`config.mk`:
```
export PLATFORM = sky130hd
export DESIGN_NAME = avg_sram_reader
export DESIGN_NICKNAME = d
export VERILOG_FILES = /design/src/rtl/avg_pkg.sv /design/src/rtl/avg_out_fifo.sv /design/src/rtl/avg_sram_reader.sv
export SDC_FILE = /design/constraint.sdc
export NUM_CORES = 1
export LEC_CHECK = 0
export ABC_AREA = 1
export CAP_MARGIN = 10
export CORE_UTILIZATION = 56
export DETAILED_ROUTE_END_ITERATION = 12
export PLACE_DENSITY = 0.88
export SLEW_MARGIN = 20
export SYNTH_ARGS = -nofsm -noshare
export SYNTH_HDL_FRONTEND = slang
export SYNTH_SLANG_ARGS = --single-unit
```
`constraint.sdc`:
```
create_clock -name i_50M_clk -period 5.37 [get_ports i_50M_clk]
set_input_delay 1.074 -clock i_50M_clk [delete_from_list [all_inputs] [get_ports i_50M_clk]]
set_output_delay 1.074 -clock i_50M_clk [all_outputs]
set_load 0.01 [all_outputs]
```
`src/rtl/avg_pkg.sv`:
```
// Shared types and helpers for the running-average SRAM writer and reader.
package avg_pkg;

  localparam int unsigned DATA_W = 16;
  localparam int unsigned SUM_W  = 18;
  localparam int unsigned ADDR_W = 20;
  localparam int unsigned PX_W   = 10;
  localparam int unsigned PY_W   = 9;

  typedef enum logic [1:0] {
    S_IDLE  = 2'd0,
    S_SCAN  = 2'd1,
    S_DRAIN = 2'd2
  } state_e;

  // Pixel-to-word mapping shared with the writer: 640*px + py.
  function automatic logic [ADDR_W-1:0] addr(input logic [PX_W-1:0] px,
                                             input logic [PY_W-1:0] py);
    logic [ADDR_W-1:0] px_w;
    px_w = ADDR_W'(px);
    return (px_w << 9) + (px_w << 7) + ADDR_W'(py);
  endfunction

endpackage

```
`src/rtl/avg_out_fifo.sv`:
```
// Two-entry synchronous FIFO with a registered head word, flush, and the
// next-cycle occupancy exposed so the reader can register its request.
module avg_out_fifo #(
  parameter int unsigned W = 8
) (
  input  logic         i_50M_clk,
  input  logic         i_rst,
  input  logic         i_push,
  input  logic [W-1:0] i_din,
  input  logic         i_pop,
  input  logic         i_flush,
  output logic [1:0]   o_count_next_c,
  output logic         o_valid,
  output logic [W-1:0] o_head
);

  logic [W-1:0] head_q, head_d;
  logic [W-1:0] tail_q, tail_d;
  logic [1:0]   count_q, count_d;
  logic         valid_q;
  logic         pop_ok;

  assign pop_ok = i_pop && (count_q != 2'd0);

  // Head is always entry 0; a simultaneous push/pop keeps arrival order.
  always_comb begin
    head_d  = head_q;
    tail_d  = tail_q;
    count_d = count_q;
    if (i_flush) begin
      head_d  = '0;
      count_d = 2'd0;
    end else begin
      case ({i_push, pop_ok})
        2'b10: begin
          if (count_q == 2'd0) head_d = i_din;
          else                 tail_d = i_din;
          count_d = 2'(count_q + 2'd1);
        end
        2'b01: begin
          head_d  = tail_q;
          count_d = 2'(count_q - 2'd1);
        end
        2'b11: begin
          if (count_q == 2'd1) begin
            head_d = i_din;
          end else begin
            head_d = tail_q;
            tail_d = i_din;
          end
        end
        default: ;
      endcase
    end
  end

  always_ff @(posedge i_50M_clk or posedge i_rst) begin
    if (i_rst) begin
      head_q  <= '0;
      tail_q  <= '0;
      count_q <= 2'd0;
      valid_q <= 1'b0;
    end else begin
      head_q  <= head_d;
      tail_q  <= tail_d;
      count_q <= count_d;
      valid_q <= (count_d != 2'd0);
    end
  end

  assign o_count_next_c = count_d;
  assign o_valid        = valid_q;
  assign o_head         = head_q;

endmodule

```
`src/rtl/avg_sram_reader.sv`:
```
// Raster-scan reader of the running-average map; streams rebuilt 18-bit sums.
// Optional AVG_READER_THRESH_EN adds i_thresh and a per-pixel o_motion flag.
`ifndef PIXEL_COLUMN
`define PIXEL_COLUMN 640
`endif
`ifndef PIXEL_ROW
`define PIXEL_ROW 480
`endif

module avg_sram_reader
  import avg_pkg::*;
#(
  parameter int unsigned COLS       = `PIXEL_COLUMN,
  parameter int unsigned ROWS       = `PIXEL_ROW,
  parameter int unsigned FIFO_DEPTH = 2,
  localparam int unsigned PXO_W     = $clog2(COLS),
  localparam int unsigned PYO_W     = $clog2(ROWS)
) (
  input  logic              i_50M_clk,
  input  logic              i_rst,
  input  logic              i_start,
  input  logic              i_stop,
  output logic              o_sram_req,
  input  logic              i_sram_gnt,
  output logic [19:0]       o_sram_addr,
  input  logic [15:0]       i_sram_data,
  output logic              o_valid,
  input  logic              i_ready,
  output logic [17:0]       o_data,
  output logic [PXO_W-1:0]  o_px,
  output logic [PYO_W-1:0]  o_py,
  output logic              o_last,
`ifdef AVG_READER_THRESH_EN
  input  logic [17:0]       i_thresh,
  output logic              o_motion,
`endif
  output logic              o_busy
);

  localparam int unsigned PAY_W = SUM_W + PXO_W + PYO_W + 1
`ifdef AVG_READER_THRESH_EN
                                  + 1
`endif
                                  ;

  state_e             state_q, state_d;
  logic [PXO_W-1:0]   px_q, px_d, rd_px_q, rd_px_d;
  logic [PYO_W-1:0]   py_q, py_d, rd_py_q, rd_py_d;
  logic               rd_last_q, rd_last_d;
  logic               inflight_q, inflight_d;
  logic               req_q, req_d;
  logic               busy_q, busy_d;

  logic               acc, push, pop, at_end, fifo_valid;
  logic [1:0]         count_next;
  logic [SUM_W-1:0]   sum_c;
  logic [PAY_W-1:0]   push_word, head;

  assign acc    = req_q && i_sram_gnt && !i_stop;
  assign push   = inflight_q && !i_stop;
  assign pop    = fifo_valid && i_ready;
  assign at_end = (px_q == PXO_W'(COLS - 1)) && (py_q == PYO_W'(ROWS - 1));
  assign sum_c  = {i_sram_data, 2'b00};

  // Scan sequencing, read tracking and credit-based request generation.
  always_comb begin
    state_d    = state_q;
    px_d       = px_q;
    py_d       = py_q;
    rd_px_d    = rd_px_q;
    rd_py_d    = rd_py_q;
    rd_last_d  = rd_last_q;
    inflight_d = acc;
    if (acc) begin
      rd_px_d   = px_q;
      rd_py_d   = py_q;
      rd_last_d = at_end;
    end
    case (state_q)
      S_IDLE: begin
        if (i_start) begin
          state_d = S_SCAN;
          px_d    = '0;
          py_d    = '0;
        end
      end
      S_SCAN: begin
        if (acc) begin
          if (at_end) begin
            state_d = S_DRAIN;
          end else if (px_q == PXO_W'(COLS - 1)) begin
            px_d = '0;
            py_d = PYO_W'(py_q + 1'b1);
          end else begin
            px_d = PXO_W'(px_q + 1'b1);
          end
        end
      end
      S_DRAIN: begin
        if ((count_next == 2'd0) && !inflight_d) state_d = S_IDLE;
      end
      default: state_d = S_IDLE;
    endcase
    if (i_stop) begin
      state_d    = S_IDLE;
      inflight_d = 1'b0;
    end
    // One read outstanding at a time, and never more than the FIFO can hold.
    req_d  = (state_d == S_SCAN) && !inflight_d &&
             ((3'(count_next) + 3'(inflight_d)) < 3'(FIFO_DEPTH));
    busy_d = (state_d != S_IDLE);
  end

  always_ff @(posedge i_50M_clk or posedge i_rst) begin
    if (i_rst) begin
      state_q    <= S_IDLE;
      px_q       <= '0;
      py_q       <= '0;
      rd_px_q    <= '0;
      rd_py_q    <= '0;
      rd_last_q  <= 1'b0;
      inflight_q <= 1'b0;
      req_q      <= 1'b0;
      busy_q     <= 1'b0;
    end else begin
      state_q    <= state_d;
      px_q       <= px_d;
      py_q       <= py_d;
      rd_px_q    <= rd_px_d;
      rd_py_q    <= rd_py_d;
      rd_last_q  <= rd_last_d;
      inflight_q <= inflight_d;
      req_q      <= req_d;
      busy_q     <= busy_d;
    end
  end

`ifdef AVG_READER_THRESH_EN
  assign push_word = {sum_c, rd_px_q, rd_py_q, rd_last_q, (sum_c > i_thresh)};
  assign {o_data, o_px, o_py, o_last, o_motion} = head;
`else
  assign push_word = {sum_c, rd_px_q, rd_py_q, rd_last_q};
  assign {o_data, o_px, o_py, o_last} = head;
`endif

  avg_out_fifo #(.W(PAY_W)) u_fifo (
    .i_50M_clk      (i_50M_clk),
    .i_rst          (i_rst),
    .i_push         (push),
    .i_din          (push_word),
    .i_pop          (pop),
    .i_flush        (i_stop),
    .o_count_next_c (count_next),
    .o_valid        (fifo_valid),
    .o_head         (head)
  );

  assign o_sram_addr = addr(PX_W'(px_q), PY_W'(py_q));
  assign o_sram_req  = req_q;
  assign o_valid     = fifo_valid;
  assign o_busy      = busy_q;

endmodule

```
==> implementation parameters <==
Parameter                              Value

Synth
  Post-Syn Area ... 6349 sq um
  Cell variety after synth ... 39
  Most used flip-flop cell after synthesis ... sky130_fd_sc_hd__dfrtp_1
  Flops & latches, synth ... roughly 120
  Cell type contributing the most total cell area after synthesis ... sky130_fd_sc_hd__dfrtp_1
  Total number of yosys warnings ... 0
  EDFF count, synth ... 0
  Fraction of synthesized cell area taken by the top area cell type ... 0.4691
  Xor/xnor share of the synthesized area ... 0.01380
  Avg Synthesized Cell Area ... just under 8 sq um
  Syn Inst Count ... 806
  Biggest area contributors in the synthesized netlist ... sky130_fd_sc_hd__dfrtp_1 47%, sky130_fd_sc_hd__nand2_1 11%, sky130_fd_sc_hd__o21ai_0 11%
  Simple-gate share of the synthesized area ... 0.2572
  Dominant combinational cell family by area after synthesis ... simple AND/OR/NAND/NOR gates
  Adder-cell share of the synthesized area ... 0.03666
  Post-synthesis async set-or-reset flop share ... 1.000
  Share of cell area taken by muxes after synthesis ... 0
  Compound-Gate Fraction of Synth Area ... 0.1340
  Sequential area share after synthesis ... 0.4691

Detailed routing
  DRC violation count after routing ... 0
  Total number of vias ... 5769
  Final routed wire length divided by cell count ... between 15 and 20 um
  Final wirelength ... between 15000 and 20000 um
  Routed Antenna Nets ... 0
  Detailed-routing iteration count for the pre-antenna-repair pass ... 5
  1st-iter DRT viols ... ~530
  Detail-routed via count per cell ... between 5 and 6

Clocking
  H-tree Lvls ... 4
  Buffers inserted during post-CTS setup optimization ... 0
  Clock latency at the later pin of the worst-skew pair ... between 0.4 and 0.5 ns
  CTS buffer count ... 17
  Register clock-pin slew on the reported worst setup and hold paths ... about 0.06 ns
  Root buffer selected by CTS ... sky130_fd_sc_hd__clkbuf_16
  Number of sinks driven by the clock tree ... ~120
  Max Root-Sink Buffers ... 2
  CTS tree ... done
  Post-CTS Resized ... 0
  Number of hold buffers added after CTS ... 0

Place
  Hpwl dp ... 9318 um
  RD Place Congestion ... between 0.8 and 0.9
  Port bufs ... 80
  Total instance count after detailed placement ... around 990
  Post-placement setup slack ... roughly 1.4 ns

Critical path
  Critical path endpoint category ... primary output
  Cells traversed along the worst timing path ... ha_1 > inv_1 > fa_1 > inv_1 > nand3_1 > nand2_1 > nand2_1 > o211ai_1 > xor2_1 > clkdlybuf4s50_1
  WP data required ... 4.30 ns
  Startpoint-to-endpoint class of the critical path ... flop to primary output
  Critical Path Slowest Stage Cell ... sky130_fd_sc_hd__clkdlybuf4s50_1
  CP bufs+invs ... 3
  Data arrival time of the critical path ... about 2.7 ns
  Worst stage delay on the critical path ... ~0.55 ns
  Maximum fanout along the worst path ... 8
  Largest delay share family, worst path ... buffers and inverters
  Startpoint type of the worst setup path ... flop

Layout
  Share of post-route cells with drive strength above 1 ... 0.07631
  Relative area change from synthesis to final layout ... 22.35%
  Multi-input logic area ... ~2800 sq um
  Total Nets Final ... around 910
  # diodes ... 0
  Register cell area after layout ... 2978 sq um
  Final std cells w/o fill ... roughly 1k
  Filler Cells Inserted ... approximately 800

Timing
  Normalized max-slew margin ... 0.4038
  Final hold viol count ... 0
  Crit path time final ... around 3.8 ns
  Measured slew at the worst slew-check pin ... between 0.8 and 0.9 ns
  Clock skew ... around 0.0065 ns
  Final count of pins violating max slew ... 0
  Final worst-path cycle share ... 0.7109
  Number of setup violations in the final report ... 0
  Setup TNS ... 0 ns
  Slack of the critical path ... 1.552 ns
  Setup repair after global routing missed its margin ... false
  Max Clk Rate ... ~260 MHz

GRT
  Wire length of the first global-routing pass ... around 26000 um
  Number of antenna violations at the first check in global routing ... 0
  Vias in the first global route ... between 5k and 6k
  Maximum number of pins on one net before global-route repair ... 77
  Global-route usage over all layers ... 0.2863
  Residual overflow from global routing ... 0

Floorplanning
  Initial cell density of the core ... 0.5805
  Row cnt ... 38
  Total Die Area ... between 10000 and 15000 sq um
  Core region area ... ~11000 sq um
  Die extent in y ... between 100 and 150 um
  Die X-Extent ... between 100 and 150 um
  Ports ... slightly above 80

Pwr
  Power per unit of standard cell area ... ~300 nW/um^2
  Overall power of the completed layout ... ~2.3 mW
  Reported leakage power ... roughly 3.8 nW
  Maximum resistive drop on vdd ... roughly 210 uV

Job
  Number of max-cap violations ... 0

Worst hold path
  Path type of the worst min-delay path ... flop to flop

Run status
  Status ... finished clean
==> through the flow <==
| stage | utilization | cell area [sq um] | hold slack [ns] |
|---|---|---|---|
| 6_report | 0.7103 | 7767 | 0.4829 |
| 3_5_place_dp | 0.6537 | 7148 | 0.4677 |
| 5_1_grt | 0.7103 | 7767 | 0.5170 |
| 4_1_cts | 0.7080 | 7742 | 0.4837 |
| 2_1_floorplan | - | 6352 | 0.4468 |
| 3_3_place_gp | 0.6537 | 7148 | 0.4588 |
==> cells by family after synthesis <==
| kind of cell | Yosys count |
|---|---|
| compound gates | 162 |
| xor+xnor | 10 |
| fa+ha+maj | 18 |
| other cells | 1 |
| buf+inv | 135 |
| simple gates | 361 |
| flops | 119 |
==> cells in the mapped netlist, drive strengths merged (2+ instances only) <==
cell / count
o211ai: 2
nand4: 12
xnor2: 2
o21ai: 145
nor3: 2
clkbuf: 32
nand3: 111
nor2: 32
a21oi: 11
xor2: 8
nand2: 201
ha: 17
dfrtp: 119
inv: 86
o21a: 2
buf: 17
==> path summary, 6_finish.rpt <==
kind                       slack (ns)  cells past startpoint                          start                            end
setup / recovery                 1.55                     10            px_q[0]$_DFFE_PP0P_                o_sram_addr[15]
hold / removal                   0.48                      2  u_fifo.tail_q[18]$_DFFE_PP0P_  u_fifo.tail_q[18]$_DFFE_PP0P_
setup reg to reg                 2.58                     10    u_fifo.count_q[0]$_DFF_PP0_  u_fifo.tail_q[14]$_DFFE_PP0P_
hold reg to reg                  0.48                      2  u_fifo.tail_q[18]$_DFFE_PP0P_  u_fifo.tail_q[18]$_DFFE_PP0P_
max in group asynchronous        3.48                      3                          i_rst  u_fifo.o_head[15]$_DFFE_PP0P_
min in group asynchronous        1.19                      3                          i_rst    u_fifo.count_q[0]$_DFF_PP0_
==> layer usage <==
metal	track usage	up-vias	share of wire
li1	-	2754	-
met1	0.3679	2739	0.42
met2	0.4851	239	0.50
met3	0.05184	37	0.061
met4	0.1014	0	0.024
met5	0	-	0
==> registers in the layout (all words and copies together) (netlist names) <==
register and count:
rd_last_q 1, rd_px_q 10, u_fifo.count_q 2, px_q 10, u_fifo.tail_q 36, state_q 2, o_sram_req 1, inflight_q 1
py_q 9, rd_py_q 9, u_fifo.o_head 36, o_busy 1, u_fifo.o_valid 1
==> cell usage in the layout (no fill, tap or decap), types with 3 or more instances in the layout <==
master                              n
sky130_fd_sc_hd__dfrtp_1          119
sky130_fd_sc_hd__a21oi_1            9
sky130_fd_sc_hd__xor2_1             8
sky130_fd_sc_hd__inv_1             83
sky130_fd_sc_hd__o21ai_0          137
sky130_fd_sc_hd__buf_4              7
sky130_fd_sc_hd__clkinvlp_4         3
sky130_fd_sc_hd__nand4_1           12
sky130_fd_sc_hd__nand2_2            7
sky130_fd_sc_hd__clkbuf_16         17
sky130_fd_sc_hd__clkdlybuf4s50_1   80
sky130_fd_sc_hd__o21ai_1            5
sky130_fd_sc_hd__nand2_1          190
sky130_fd_sc_hd__nand3_1          107
sky130_fd_sc_hd__clkinv_4           3
sky130_fd_sc_hd__nand2_4            4
sky130_fd_sc_hd__nor2_1            30
sky130_fd_sc_hd__o21ai_2            3
sky130_fd_sc_hd__inv_6              5
sky130_fd_sc_hd__ha_1              17
==> final cells by class <==
type	instances	area share
clock inverter	15	0.02175
timing repair buffer	88	0.1118
clock buffer	17	0.05477
inverter	86	0.04188
multi-input combinational	553	0.3639
sequential	119	0.3834
tap	140	0.02255
==> worst min-delay path, cell delays in order (launching register included) <==
cell and delay (ns):
sky130_fd_sc_hd__dfrtp_1 0.34, sky130_fd_sc_hd__nand2_1 0.05, sky130_fd_sc_hd__o21ai_0 0.06
==> report_power, final <==
| part | internal, mW | switching (mW) |
|---|---|---|
| clock network | 0.693 | 0.444 |
| registers | 0.933 | 0.0280 |
| logic | 0.0902 | 0.122 |
| total | 1.72 | 0.594 |
Note: power is estimated with default switching activity, not from simulation.
